File: src/rtl/pb_conditioner.sv
// Push-button front end: polarity fix, 2-flop sync, per-bit debounce, press/release pulses.
// Define PB_AUTOREPEAT_EN to compile in the per-bit auto-repeat FSM that re-fires pb_press while held.
module pb_conditioner #(
   parameter int unsigned DEBOUNCE_CYCLES     = 500000,
   parameter int unsigned REPEAT_DELAY_CYCLES = 25000000,
   parameter int unsigned REPEAT_RATE_CYCLES  = 5000000,
   parameter bit          PB_ACTIVE_LOW       = 1'b0
) (
   input  logic       M_CLOCK,
   input  logic       reset,
   input  logic [3:0] pb_raw,
   output logic [3:0] pb_level,
   output logic [3:0] pb_press,
   output logic [3:0] pb_release
);

   localparam int unsigned CW = $clog2(DEBOUNCE_CYCLES + 1);

   if (DEBOUNCE_CYCLES < 1 || REPEAT_DELAY_CYCLES < 1 || REPEAT_RATE_CYCLES < 1) begin : g_param_check
      $error("pb_conditioner: cycle-count parameters must be >= 1");
   end

   logic [3:0]    norm;
   logic [3:0]    sync1;
   logic [3:0]    sync2;
   logic [CW-1:0] db_cnt [4];
   logic [3:0]    flip;
   logic [3:0]    rise;

   assign norm = PB_ACTIVE_LOW ? ~pb_raw : pb_raw;

   // flip: sync2 has now disagreed with pb_level for DEBOUNCE_CYCLES consecutive cycles
   always_comb begin
      flip = '0;
      for (int unsigned i = 0; i < 4; i++) begin
         flip[i] = (sync2[i] != pb_level[i]) && (db_cnt[i] == CW'(DEBOUNCE_CYCLES - 1));
      end
      rise = flip & ~pb_level;
   end

   always_ff @(posedge M_CLOCK) begin
      if (reset) begin
         sync1      <= '0;
         sync2      <= '0;
         pb_level   <= '0;
         pb_release <= '0;
         for (int unsigned i = 0; i < 4; i++) begin
            db_cnt[i] <= '0;
         end
      end else begin
         sync1      <= norm;
         sync2      <= sync1;
         pb_level   <= pb_level ^ flip;
         pb_release <= flip & pb_level;
         for (int unsigned i = 0; i < 4; i++) begin
            db_cnt[i] <= ((sync2[i] != pb_level[i]) && !flip[i]) ? db_cnt[i] + 1'b1 : '0;
         end
      end
   end

`ifdef PB_AUTOREPEAT_EN
   localparam int unsigned RPT_MAX = (REPEAT_DELAY_CYCLES > REPEAT_RATE_CYCLES) ?
                                     REPEAT_DELAY_CYCLES : REPEAT_RATE_CYCLES;
   localparam int unsigned RW = $clog2(RPT_MAX + 1);

   typedef enum logic [1:0] {IDLE, DELAY, REPEAT} rpt_state_t;

   rpt_state_t    state [4];
   logic [RW-1:0] rcnt  [4];
   logic [3:0]    rpt_fire;

   // A falling level (flip while held) suppresses a repeat due in the same cycle
   always_comb begin
      rpt_fire = '0;
      for (int unsigned i = 0; i < 4; i++) begin
         rpt_fire[i] = !flip[i] &&
                       (((state[i] == DELAY)  && (rcnt[i] == RW'(REPEAT_DELAY_CYCLES - 1))) ||
                        ((state[i] == REPEAT) && (rcnt[i] == RW'(REPEAT_RATE_CYCLES - 1))));
      end
   end

   always_ff @(posedge M_CLOCK) begin
      if (reset) begin
         pb_press <= '0;
         for (int unsigned i = 0; i < 4; i++) begin
            state[i] <= IDLE;
            rcnt[i]  <= '0;
         end
      end else begin
         pb_press <= rise | rpt_fire;
         for (int unsigned i = 0; i < 4; i++) begin
            case (state[i])
               IDLE: begin
                  if (rise[i]) begin
                     state[i] <= DELAY;
                     rcnt[i]  <= '0;
                  end
               end
               DELAY: begin
                  if (flip[i]) begin
                     state[i] <= IDLE;
                  end else if (rpt_fire[i]) begin
                     state[i] <= REPEAT;
                     rcnt[i]  <= '0;
                  end else begin
                     rcnt[i] <= rcnt[i] + 1'b1;
                  end
               end
               REPEAT: begin
                  if (flip[i]) begin
                     state[i] <= IDLE;
                  end else if (rpt_fire[i]) begin
                     rcnt[i] <= '0;
                  end else begin
                     rcnt[i] <= rcnt[i] + 1'b1;
                  end
               end
               default: state[i] <= IDLE;
            endcase
         end
      end
   end
`else
   always_ff @(posedge M_CLOCK) begin
      if (reset) begin
         pb_press <= '0;
      end else begin
         pb_press <= rise;
      end
   end
`endif

endmodule

File: config.mk
export PLATFORM = sky130hd
export DESIGN_NAME = pb_conditioner
export DESIGN_NICKNAME = d
export VERILOG_FILES = /design/src/rtl/pb_conditioner.sv
export SDC_FILE = /design/constraint.sdc
export NUM_CORES = 1
export LEC_CHECK = 0
export ABC_AREA = 1
export CORE_MARGIN = 1
export CORE_UTILIZATION = 55
export CTS_CLUSTER_DIAMETER = 150
export DETAILED_ROUTE_END_ITERATION = 6
export DONT_BUFFER_PORTS = 1
export HOLD_SLACK_MARGIN = 0.08
export PLACE_DENSITY = 0.71
export RECOVER_POWER = 50
export SKIP_CTS_REPAIR_TIMING = 1
export SLEW_MARGIN = 5
export SYNTH_ARGS = -nofsm -noshare
export SYNTH_HDL_FRONTEND = slang
export SYNTH_SLANG_ARGS = --single-unit
File: constraint.sdc
create_clock -name M_CLOCK -period 1.5 [get_ports M_CLOCK]
set_input_delay 0.075 -clock M_CLOCK [delete_from_list [all_inputs] [get_ports M_CLOCK]]
set_output_delay 0.075 -clock M_CLOCK [all_outputs]
set_load 0.02 [all_outputs]
==> reports/results.tsv <==
metric	value	unit
status	finished clean	
syn_nets	697	
synth_cell_types	27	
syn_area	4660	um^2
cp.required	1750	ps
hold_viol_final	0	
gr-total-overflow	0	
synth_area_leaders	dfxtp_1 41%, nand2_1 14%, nor2_1 13%	
fin_crit_sh	93.6	%
syn-instance-count	687	
seq_area_frac_synth	41.2	%
num_rows	33	
crit_chain	ha_1 > nand2_1 > nor2_4 > nand3_2 > nand2_4 > nor2_1	
die_w	94.1	um
finalCriticalPeriod	1400	ps
cts_sinks	96	
fin_skew	9.50	ps
critPathLaunchType	flop	
maxCapViolCount	0	
ant_nets	0	
die_h	94.1	um
vias_per_cell	4.94	
yosysMostFrequentCell	nand2_1	
ios	18	
ff2ff_setup_slack	100	ps
cts.clk_slew.worst_paths	90	ps
place_ws	25.7	ps
p_per_area	853	nW/um^2
synth-edff-count	0	
drt-initial-drc-count	88	
grt_pass1_vias	3548	
clock_latency	360	ps
grt_pass1_wl	14800	um
drc	0	
fin_ws	95.7	ps
n_fill_cell	780	
rsz0062_at_grt	no	
cts_max_level	3	
cpPeakStageDelay	380	ps
crit_buf_inv	0	
drive_gt1_share	7.67	%
syn_area_per_cell	6.78	um^2
globalplace.congestion	0.824	
leakage	1.69	nW
synthArstFlopShare	0	%
vias	4059	
grt_max_degree	20	
placed_area	4840	um^2
die_area	8850	um^2
final_util	62.4	%
port_buffers	0	
crit_path_top_delay_cell	dfxtp_1	
synth_ff_type	dfxtp_1	
clk_path_buf_depth	2	
cp_top_family	simple AND/OR/NAND/NOR gates	
first_pass_iters	4	
avgRoutedWirePerCell	10.7	um
antenna_found_initial	0	
stdcell_count	822	
area_delta_synth_final	10.0	%
cts_buffers	9	
wirelength	8820	um
critical_path_class	reg2reg	
nets	722	
timing.slew.headroom	74.4	%
ys_ff_latch	96	
cts_root_buf	clkbuf_8	
setup_tns	0	ps
coreArea	8220	um^2
grt.total_usage	21.2	%
arrival	1660	ps
ir_drop	0.611	mV
yosys.area.top_type	dfxtp_1	
tightest_slew	383	ps
cts_tree	built	
cp_max_fo	19	
min_path_type	in2reg	
synth_top_area_share	41.2	%
dp_hpwl	6410	um
placedCellCount	796	
start_util	56.7	%
cp-end-kind	flop	
synthTopCellsByCount	168 x nand2_1, 157 x nor2_1, 96 x dfxtp_1, 84 x inv_1, 45 x nand3_1	
stdcell_area	5130	um^2
antenna_cells	0	
fmax	712	MHz
finalMaxSlewViolations	0	
setup_viol	0	
synth_warnings	0	
[path summary, 6_finish.rpt]
kind                      start       endpoint  depth (start not counted)
hold / removal            reset       sync1[0]                          2
hold reg to reg   db_cnt[0][19]  db_cnt[0][19]                          1
setup / recovery   db_cnt[0][1]  db_cnt[0][14]                          6
setup reg to reg   db_cnt[0][1]  db_cnt[0][14]                          6
[sequential cells by signal, summed over array words and instances, names as in the netlist, named ones only]
name	flops
db_cnt	76
pb_press	4
pb_release	4
sync1	4
sync2	4
[per-stage QoR]
step                      power, mW  hold slack, ps
after floorplan                2.67             182
after global routing           4.53             294
after detailed placement       2.69             151
after CTS                      4.42            -249
final                          4.38             310
after global placement         2.68             151
[cell usage in the layout, fill, tap and decap left out, drive strengths merged]
master	netlist	routed
buf	5	6
bufinv	0	1
clkbuf	1	18
nor3	5	5
nand3b	5	5
dfxtp	96	96
xor2	18	18
dlygate4sd3	0	10
nand4	11	11
and2	5	5
inv	84	84
nand3	50	50
nor2	171	171
o21ai	8	8
o21bai	3	3
nand2	175	175
or2	6	6
a21oi	28	28
clkinvlp	0	1
xnor2	12	12
ha	4	4
[area by class of cell]
cell class | count | area [um^2] | area share [%]
Clock inverter | 2 | 37.5 | 0.732
Tap cell | 105 | 131 | 2.56
Sequential cell | 96 | 1930 | 37.5
Timing Repair Buffer | 20 | 164 | 3.20
Multi-Input combinational cell | 501 | 2390 | 46.6
Inverter | 84 | 315 | 6.15
Clock buffer | 14 | 163 | 3.17
[where the power goes]
part	total (mW)	internal (mW)	leakage [nW]	switching [mW]
Combinational	0.0719	0.0312	0.819	0.0407
Sequential	2.57	2.56	0.776	0.00827
Clock	1.74	0.866	0.0969	0.871
Total	4.38	3.46	1.69	0.920
[per-layer routing]
layer	GRT usage, %	vias up	wire length, um
met1	26.2	1819	4180
li1	-	2170	-
met3	5.74	9	329
met5	0	-	0
met4	6.41	0	83
met2	35.8	61	4230
[logic make-up (layout without fill, tap and decap cells)]
| group | count (synthesis) | count (layout) | synth area share [%] |
|---|---|---|---|
| simple gates | 428 | 428 | 39.7 |
| compound gates | 39 | 39 | 4.35 |
| xor+xnor | 30 | 30 | 5.64 |
| buf+inv | 90 | 120 | 7.97 |
| fa+ha+maj | 4 | 4 | 1.07 |
| flops | 96 | 96 | 41.2 |
(Power assumes the default switching activity.)
